[config.mk]
export PLATFORM = sky130hd
export DESIGN_NAME = systolic_seq_ctrl
export DESIGN_NICKNAME = d
export VERILOG_FILES = /design/src/rtl/systolic_pkg.sv /design/src/rtl/systolic_seq_ctrl.sv
export SDC_FILE = /design/constraint.sdc
export NUM_CORES = 1
export LEC_CHECK = 0
export ABC_AREA = 1
export BUFFER_PORTS_ARGS = -buffer_cell sky130_fd_sc_hd__clkbuf_2
export CORE_ASPECT_RATIO = 0.8
export CORE_MARGIN = 2
export CORE_UTILIZATION = 55
export CTS_CLUSTER_SIZE = 14
export DETAILED_ROUTE_END_ITERATION = 8
export PLACE_DENSITY = 0.83
export SLEW_MARGIN = 10
export SYNTH_ARGS = -nofsm -noshare
export SYNTH_HDL_FRONTEND = slang
export SYNTH_SLANG_ARGS = --single-unit
[constraint.sdc]
create_clock -name clk -period 3.5 [get_ports clk]
set_input_delay 0.7 -clock clk [delete_from_list [all_inputs] [get_ports clk]]
set_output_delay 0.7 -clock clk [all_outputs]
set_load 0.1 [all_outputs]
[src/rtl/systolic_pkg.sv]
// Shared types and sequence-length helpers for the systolic array sequencer.
package systolic_pkg;

  typedef enum logic [2:0] {
    ST_IDLE  = 3'd0,
    ST_CLEAR = 3'd1,
    ST_PRIME = 3'd2,
    ST_FEED  = 3'd3,
    ST_WRITE = 3'd4,
    ST_DONE  = 3'd5
  } state_e;

  localparam int unsigned ARRAY_SIZE_DEF = 16;
  localparam int unsigned FEED_LEN       = 3 * ARRAY_SIZE_DEF - 1;
  localparam int unsigned READ_ROWS      = 2 * ARRAY_SIZE_DEF - 1;
  localparam int unsigned ZERO_FROM      = 2 * ARRAY_SIZE_DEF - 1;

  // Same quantities for an arbitrary array dimension n.
  function automatic int unsigned feed_len(input int unsigned n);
    return 3 * n - 1;
  endfunction

  function automatic int unsigned read_rows(input int unsigned n);
    return 2 * n - 1;
  endfunction

  function automatic int unsigned zero_from(input int unsigned n);
    return 2 * n - 1;
  endfunction

endpackage

[src/rtl/systolic_seq_ctrl.sv]
// Sequencer for the NxN systolic multiply array: clear, prime, feed/flush,
// then write the N result rows to the output SRAM under backpressure.
module systolic_seq_ctrl
  import systolic_pkg::*;
#(
  parameter int unsigned ARRAY_SIZE = 16,
  parameter int unsigned ADDR_W     = 10,
  parameter int unsigned CNT_W      = 9,
  parameter int unsigned IDX_W      = 5
) (
  input  logic              clk,
  input  logic              rst_n,
  input  logic              start,
  input  logic [ADDR_W-1:0] w_base,
  input  logic [ADDR_W-1:0] d_base,
  input  logic [ADDR_W-1:0] o_base,
  output logic              busy,
  output logic              done,
  output logic              acc_clr_n,
  output logic              sram_ren,
  output logic [ADDR_W-1:0] sram_raddr_w,
  output logic [ADDR_W-1:0] sram_raddr_d,
  output logic              feed_zero,
  output logic              alu_start,
  output logic [CNT_W-1:0]  cycle_num,
  output logic [IDX_W-1:0]  matrix_index,
  output logic              sram_wen_o,
  input  logic              sram_wready_o,
  output logic [ADDR_W-1:0] sram_waddr_o
);

  localparam logic [CNT_W-1:0] K_LAST    = CNT_W'(feed_len(ARRAY_SIZE) - 1);
  localparam logic [CNT_W-1:0] K_RD_LAST = CNT_W'(read_rows(ARRAY_SIZE) - 2);
  localparam logic [CNT_W-1:0] K_ZERO    = CNT_W'(zero_from(ARRAY_SIZE));
  localparam logic [IDX_W-1:0] R_LAST    = IDX_W'(ARRAY_SIZE - 1);

  state_e            state_q, state_d;
  logic [CNT_W-1:0]  k_q, k_d;
  logic [IDX_W-1:0]  r_q, r_d;
  logic [ADDR_W-1:0] raddr_w_q, raddr_w_d;
  logic [ADDR_W-1:0] raddr_d_q, raddr_d_d;
  logic [ADDR_W-1:0] o_base_q, o_base_d;

  // Read address registers double as the latched operand bases: loaded at
  // start, stepped from PRIME, and frozen once the last row has been issued.
  always_comb begin
    state_d   = state_q;
    k_d       = k_q;
    r_d       = r_q;
    raddr_w_d = raddr_w_q;
    raddr_d_d = raddr_d_q;
    o_base_d  = o_base_q;
    unique case (state_q)
      ST_IDLE: begin
        if (start) begin
          state_d   = ST_CLEAR;
          raddr_w_d = w_base;
          raddr_d_d = d_base;
          o_base_d  = o_base;
        end
      end
      ST_CLEAR: state_d = ST_PRIME;
      ST_PRIME: begin
        state_d   = ST_FEED;
        k_d       = '0;
        raddr_w_d = raddr_w_q + ADDR_W'(1);
        raddr_d_d = raddr_d_q + ADDR_W'(1);
      end
      ST_FEED: begin
        if (k_q < K_RD_LAST) begin
          raddr_w_d = raddr_w_q + ADDR_W'(1);
          raddr_d_d = raddr_d_q + ADDR_W'(1);
        end
        if (k_q == K_LAST) begin
          state_d = ST_WRITE;
          k_d     = '0;
          r_d     = '0;
        end else begin
          k_d = k_q + CNT_W'(1);
        end
      end
      ST_WRITE: begin
        if (sram_wready_o) begin
          if (r_q == R_LAST) begin
            state_d = ST_DONE;
            r_d     = '0;
          end else begin
            r_d = r_q + IDX_W'(1);
          end
        end
      end
      ST_DONE: state_d = ST_IDLE;
      default: state_d = ST_IDLE;
    endcase
  end

  always_ff @(posedge clk) begin
    if (!rst_n) begin
      state_q   <= ST_IDLE;
      k_q       <= '0;
      r_q       <= '0;
      raddr_w_q <= '0;
      raddr_d_q <= '0;
      o_base_q  <= '0;
    end else begin
      state_q   <= state_d;
      k_q       <= k_d;
      r_q       <= r_d;
      raddr_w_q <= raddr_w_d;
      raddr_d_q <= raddr_d_d;
      o_base_q  <= o_base_d;
    end
  end

  assign busy         = (state_q != ST_IDLE);
  assign done         = (state_q == ST_DONE);
  assign acc_clr_n    = (state_q != ST_CLEAR);
  assign sram_ren     = (state_q == ST_PRIME) || ((state_q == ST_FEED) && (k_q <= K_RD_LAST));
  assign sram_raddr_w = raddr_w_q;
  assign sram_raddr_d = raddr_d_q;
  assign alu_start    = (state_q == ST_FEED);
  assign cycle_num    = (state_q == ST_FEED) ? k_q : '0;
  assign feed_zero    = (state_q == ST_FEED) && (k_q >= K_ZERO);
  assign matrix_index = (state_q == ST_WRITE) ? r_q : '0;
  // Gated by rst_n so a reset landing mid-WRITE never issues a write.
  assign sram_wen_o   = (state_q == ST_WRITE) && rst_n;
  assign sram_waddr_o = (state_q == ST_WRITE) ? (o_base_q + ADDR_W'(r_q)) : '0;

endmodule

# [Word-level counts from Yosys, hierarchy flattened]
# Index checks and enable logic that the tools add are counted.
[word_totals] mem_bits_ro=0 reg_bits=47 out_inout_bits=51 input_bits=34 latchBits=0 ram_bits=0 memories=0 wordCells=60
[op_classes] bitwise_logic=0 n_reduce_logical=13 div=0 magnitude_cmp=3 shifts=0 eq_ne=13 n_mux=20 multipliers=0 add_sub_neg=5
[op_table] op="case mux 10 bit (3 select lines)" count=2
[op_table] op="two-way mux 10 bit" count=5
[op_table] op="adder 10 x 1 -> 10 bit, second input constant" count=2
[op_table] op="two-way mux 5 bit" count=4
[op_table] op="two-way mux 9 bit" count=2
[op_table] op="case mux 9 bit (2 select lines)" count=1
[op_table] op="case mux 3 bit (5 select lines)" count=1
[op_table] op="two-way mux 3 bit" count=4
[op_table] op="adder 10 x 5 -> 10 bit" count=1
[op_table] op="case mux 5 bit (2 select lines)" count=1
[op_table] op="adder 9 x 1 -> 9 bit, second input constant" count=1
[op_table] op="== test 9 x 6 -> 1 bit, second input constant" count=1
[op_table] op="greater-or-equal comparator 9 x 5 -> 1 bit, second input constant" count=1
[op_table] op="<= comparator 9 x 5 -> 1 bit, second input constant" count=1
[op_table] op="less-than comparator 9 x 5 -> 1 bit, second input constant" count=1
[op_table] op="== test 3 x 2 -> 1 bit, second input constant" count=2
[op_table] op="== test 3 bit, second input constant" count=2
[op_table] op="!= test 2 bit, second input constant" count=3
[op_table] op="AND reduction 3 bit" count=2
[op_table] op="nonzero test 3 bit" count=2
[op_table] op="adder 5 x 1 -> 5 bit, second input constant" count=1
[op_table] op="== test 5 x 4 -> 1 bit, second input constant" count=1
[op_table] op="!= test 2 x 1 -> 1 bit, second input constant" count=2
[op_table] op="AND reduction 4 bit" count=1
[op_table] op="other kinds (7)" count=10

# [Depth between registers and ports, before layout]
# Gate-level depths: netlist of run 1.
[depth] depth_word=4 ltp_mapped=11 depth_no_buf=11

# [Worst setup path before layout of run 1]
# OpenSTA, ideal clock, no wires.
[synth_timing] kind="reg2out" start="register r_q[0]" end="output port sram_waddr_o[6]" path_buffers=0 t_required_ns=2.800 path_stages_with_launch=11 slack_ns=-0.653 arrival_time_ns=3.453 path_cell_list="dfxtp_1 > ha_1 > inv_1 > fa_1 > inv_1 > nand3_1 > nand2_1 > nand2_1 > nand2_1 > a21oi_1 > nor3_1"
[synth_via] elab_chain_len=2
[synth_lines] item="start: declaration" line_no="systolic_seq_ctrl.sv:39" text="logic [IDX_W-1:0] r_q, r_d;"
[synth_lines] item="start signal: assignment" line_no="systolic_seq_ctrl.sv:108" text="r_q <= r_d;"
[synth_lines] item="adder 10 x 5 -> 10 bit" line_no="systolic_seq_ctrl.sv:127" text="assign sram_waddr_o = (state_q == ST_WRITE) ? (o_base_q + ADDR_W'(r_q)) : '0;"
[synth_lines] item="two-way mux 10 bit" line_no="systolic_seq_ctrl.sv:127"
[synth_lines] item="end: declaration" line_no="systolic_seq_ctrl.sv:29" text="output logic [ADDR_W-1:0] sram_waddr_o"
# Every way passes these cells.

# [Worst setup path after layout of run 1]
# Same ends and word-level chain as after synthesis.

==> results.cfg, run 1 <==
[logic_synthesis]
muxShareOfSynthArea = 0
synthSimpleGateAreaFrac = 0.358
synthMostInstantiatedCell = nand2_1
synth_warnings = 0
syn_nets = 558
synth_fa_ha_area_frac = 0.0507
ys_seq_area_frac = 0.302
synth_xor_area_frac = 0.0113
syn_area_per_cell_sq_um = 6.08
synth_top_family_by_area = simple AND/OR/NAND/NOR gates
synth_top_area_share = 0.302
synth_edf_count = 0
syn_area_sq_mm = 0.00311
synth_commonest_cells = nand2_1 (131), nor2_1 (69), inv_1 (60)
ys_async_sr_fraction = 0
yosys.area.top_type = dfxtp_1
synth_cell_types = 35
synth-main-ff-cell = dfxtp_1
synth_compound_area_frac = 0.165
synth_top_cells_by_area = dfxtp_1 (30%), nand2_1 (16%), nor2_1 (8.3%), a21oi_1 (7.9%), inv_1 (7.2%)
syn_inst = 512
synth_seq_cells = 47

[layout]
final_nets = 634
drive_gt1_frac = 0.199
nFillCells = 527
syn2layout_area_growth_pct = 19.1
fin_util = 0.678
diodes = 0

[timing]
hold_viol_final = 0
finalClockSkew_ns = 0.0123
fin_crit_ns = 3.22
fin_tns_setup_ns = 0
setup_viol = 0
maxSlewViolCount = 0
tightest_slew_ns = 0.892
timing.final.crit_share = 0.921
rsz0062_at_grt = no
slew_headroom = 0.405
max_freq_mhz = 310

[global_route]
grt_pass1_vias = 3182
grt_overflow_total = 0
grt_pass1_wl_mm = 13.8
grt_max_degree = 34
track_usage = 0.269
antenna_found_initial = 0

[placed_design]
portBuffers = 84
hpwl_mm = 6.05
place.gp.congestion = 0.903

[power]
leakagePower_nw = 1.79
fin_total_pwr_mw = 2.43
peakVddDrop_v = 0.000496
powerDensity_mw_per_mm2 = 657

[critical_path]
startpoint_type = register
worst_ep_required_time_ns = 2.80
worstSetupPathType = reg -> out
end_kind = primary output
critical_path_arrival_ns = 2.52
cp_max_fo = 6

[die]
die_h_um = 71.3
coreArea_sq_mm = 0.00547
die_area_sq_mm = 0.00628
ios = 85
initial_core_util = 0.569
rows = 24
die_w_um = 88.1

[clocking]
cts-root-buf = clkbuf_8
cts_hold_buf = 0
cts_sinks = 47
cts_tree = done
numCtsBuffers = 5
htreeDepth = 2
cts_resized = 0
cts_setup_buffers = 0
clockBufferDepth = 2
clkTransAtPathRegs_ns = 0.09
clock_latency_ns = 0.31

[flow_run]
max-cap-violations = 0

[drt]
drc_errors = 0
drt-total-wl_mm = 8.29
wl_per_cell_um = 12.4
via_count = 3490
drt_iter0_markers = 182
drtAntennaViolNets = 0
first_pass_iters = 5
vias_per_cell = 5.23

[min_path]
hold_class = reg -> reg

[outcome]
status = completed
-- where the power goes --
| part | switching, mW | total (mW) | internal [mW] |
|---|---|---|---|
| registers | 0.114 | 0.747 | 0.633 |
| logic | 0.978 | 1.20 | 0.226 |
| clock network | 0.199 | 0.484 | 0.285 |
-- cell usage in the layout (no fill, tap or decap), types with 9 or more instances in the layout --
| master | n |
|---|---|
| clkbuf_2 | 84 |
| inv_1 | 60 |
| a21oi_1 | 49 |
| nand3_1 | 37 |
| dfxtp_1 | 47 |
| inv_2 | 9 |
| ha_1 | 11 |
| o21ai_0 | 34 |
| nor2_1 | 69 |
| nand2_1 | 131 |
-- worst paths after layout --
path | startpoint | endpoint | slack (ns) | cells after the start
hold reg to reg | o_base_q[2]$_SDFFE_PN0P_ | o_base_q[2]$_SDFFE_PN0P_ | 0.46 | 2
setup reg to reg | state_q[1]$_SDFFE_PN0P_ | sram_raddr_d[7]$_SDFFE_PN0P_ | 1.39 | 6
setup / recovery | r_q[0]$_SDFFE_PN0P_ | sram_waddr_o[6] | 0.28 | 11
hold / removal | o_base_q[2]$_SDFFE_PN0P_ | o_base_q[2]$_SDFFE_PN0P_ | 0.46 | 2
-- critical path, cell delays in order (launching register included) --
cell and delay (ns):
dfxtp_1 0.43, ha_1 0.23, inv_1 0.08, fa_1 0.37, inv_1 0.10, nand3_1 0.07, nand2_1 0.12, nand2_1 0.08
nand2_1 0.08, a21oi_1 0.08, nor3_2 0.10, clkbuf_2 0.47
-- layer usage --
metal  vias to the layer above  share of wire  track usage
met4                         0         0.0070       0.0859
met3                         6          0.066       0.0426
met2                       110           0.47        0.456
li1                       1793              -            -
met1                      1581           0.46        0.353
met5                         -              0            0
-- cell type report --
cell class	instances	area, sq um	area share
multi-input cells	378	1830	0.494
clock inverters	3	67.6	0.0182
repair buffers	86	435	0.117
inverters	70	265	0.0716
well taps	78	97.6	0.0263
flip-flops and latches	47	941	0.254
clock buffers	5	68.8	0.0186
-- metrics by stage --
stage | cells | area (sq um) | setup WS [ns] | hold slack [ns]
floorplan | 512 | 3120 | 0.0226 | 0.428
global placement | 659 | 3570 | 0.711 | 0.437
detailed placement | 659 | 3570 | 0.624 | 0.442
CTS | 667 | 3710 | 0.280 | 0.458
global route | 667 | 3710 | 0.0763 | 0.481
finish | 667 | 3710 | 0.275 | 0.456
-- sequential cells by signal (all words and copies together), names as in the netlist --
register	count
o_base_q	10
k_q	9
state_q	3
sram_raddr_w	10
sram_raddr_d	10
r_q	5
-- cell families after synthesis --
kind of cell	Yosys count
and+or+nand+nor	263
AOI/OAI and AO/OA	99
buffers and inverters	87
DFF	47
adders and majority gates	12
xor gates and xnor gates	4
(Power assumes the default switching activity.)
==> run 2: changes to the inputs <==
--- a/config.mk
+++ b/config.mk
@@ -13,6 +13,7 @@
 export CTS_CLUSTER_SIZE = 14
 export DETAILED_ROUTE_END_ITERATION = 8
 export PLACE_DENSITY = 0.83
+export REMOVE_ABC_BUFFERS = 1
 export SLEW_MARGIN = 10
 export SYNTH_ARGS = -nofsm -noshare
 export SYNTH_HDL_FRONTEND = slang
==> results.cfg, run 2 (same netlist as run 1, synthesis figures left out) <==
[timing]
max_freq_mhz = 305
hold_viol_final = 0
hold_ws_ns = 0.462
tightest_slew_ns = 0.894
fin_crit_ns = 3.27
maxSlewViolCount = 0
finalClockSkew_ns = 0.0121
timing.final.crit_share = 0.935
setup_viol = 0
rsz0062_at_grt = no
slew_headroom = 0.404

[clocking]
cts_tree = done
cts-root-buf = clkbuf_8
clkTransAtPathRegs_ns = 0.10
htreeDepth = 2
cts_hold_buf = 0
cts_sinks = 47
clock_latency_ns = 0.31
cts_setup_buffers = 0
numCtsBuffers = 5
cts_resized = 0
clockBufferDepth = 2

[placed_design]
portBuffers = 84
place.gp.congestion = 0.897
hpwl_mm = 5.90

[layout]
final_nets = 634
fin_util = 0.676
drive_gt1_frac = 0.194
nFillCells = 500
layout_commonest_cell = nand2_1
final_cell_mix = nand2_1 (131), clkbuf_2 (83), nor2_1 (69)
syn2layout_area_growth_pct = 18.7
diodes = 0

[die]
die_w_um = 88.1
die_h_um = 71.3
die_area_sq_mm = 0.00628
ios = 85
coreArea_sq_mm = 0.00547
rows = 24
initial_core_util = 0.569

[global_route]
grt_max_degree = 34
grt_pass1_wl_mm = 13.3
grt_overflow_total = 0
track_usage = 0.261
antenna_found_initial = 0
grt_pass1_vias = 3085

[power]
pwr-share-seq = 0.308
powerDensity_mw_per_mm2 = 657
p_sw_frac = 0.528
leakagePower_nw = 1.79
switchingPower_mw = 1.28
p_comb_frac = 0.495
peakVddDrop_v = 0.000307
internal_power_mw = 1.15
fin_total_pwr_mw = 2.43
p_clk_frac = 0.197

[drt]
vias_per_cell = 5.16
drt_iter0_markers = 195
drt-total-wl_mm = 8.05
via_count = 3443
drtAntennaViolNets = 0
drc_errors = 0
first_pass_iters = 5
wl_per_cell_um = 12.1

[critical_path]
cp_max_fo = 6
critical-path-max-stage-delay_ns = 0.48
startpoint_type = register
critical_path_arrival_ns = 2.57
crit_path_frequent_cell = nand2_1
crit_family = buffers and inverters
cp.buffers_inverters = 3
worst_ep_required_time_ns = 2.80
crit_chain = ha_1 -> inv_1 -> fa_1 -> inv_1 -> nand3_1 -> nand2_1 -> nand2_1 -> nand2_1 -> a21oi_1 -> nor3_1 -> clkbuf_2
end_kind = primary output
cp_slowest_cell = clkbuf_2
worstSetupPathType = reg -> out

[outcome]
status = completed

[min_path]
hold_class = reg -> reg

[flow_run]
max-cap-violations = 0
run 2: final cells by class:
type                    count  area [sq um]  area share
multi-input cells         378          1820       0.493
inverters                  70           265      0.0718
flip-flops and latches     47           941       0.255
clock buffers               6          72.6      0.0196
well taps                  78          97.6      0.0264
clock inverters             2          60.1      0.0163
repair buffers             86           438       0.119
run 2: per-layer routing:
layer  up-vias  GRT usage  share of wire
li1       1783          -              -
met5         -          0              0
met3         9     0.0369          0.046
met4         0     0.0741         0.0099
met1      1552      0.357           0.47
met2        99      0.433           0.47
run 2: final timing paths:
kind | slack, ns | cells after the start | to | from
max reg2reg | 1.41 | 6 | sram_raddr_d[7]$_SDFFE_PN0P_ | state_q[1]$_SDFFE_PN0P_
max | 0.23 | 11 | sram_waddr_o[6] | r_q[0]$_SDFFE_PN0P_
min | 0.46 | 2 | o_base_q[3]$_SDFFE_PN0P_ | o_base_q[3]$_SDFFE_PN0P_
min reg2reg | 0.46 | 2 | o_base_q[3]$_SDFFE_PN0P_ | o_base_q[3]$_SDFFE_PN0P_
run 2: power groups by stage:
stage          registers (mW)  clock network, mW  logic (mW)
5_1_grt                 0.764              0.504        1.29
4_1_cts                 0.744              0.479        1.20
3_5_place_dp            0.755                  0        1.20
3_3_place_gp            0.752                  0        1.18
6_report                0.747              0.479        1.20
2_1_floorplan            1.22                  0       0.506
run 2: through the flow:
step           instance area, sq um  setup slack, ns  TNS, ns  cells
2_1_floorplan                  3030           -0.653    -1.31    495
3_3_place_gp                   3560            0.672        0    659
3_5_place_dp                   3560            0.531        0    659
4_1_cts                        3690            0.181        0    667
5_1_grt                        3690           0.0333        0    667
6_report                       3690            0.226        0    667
run 2: worst register-to-register path, cell delays in order (launching register included):
cell,delay (ns)
dfxtp_1,0.46
nand2_4,0.28
nand2_1,0.15
nand2_1,0.11
a21oi_2,0.67
and3_1,0.29
nor2_1,0.04
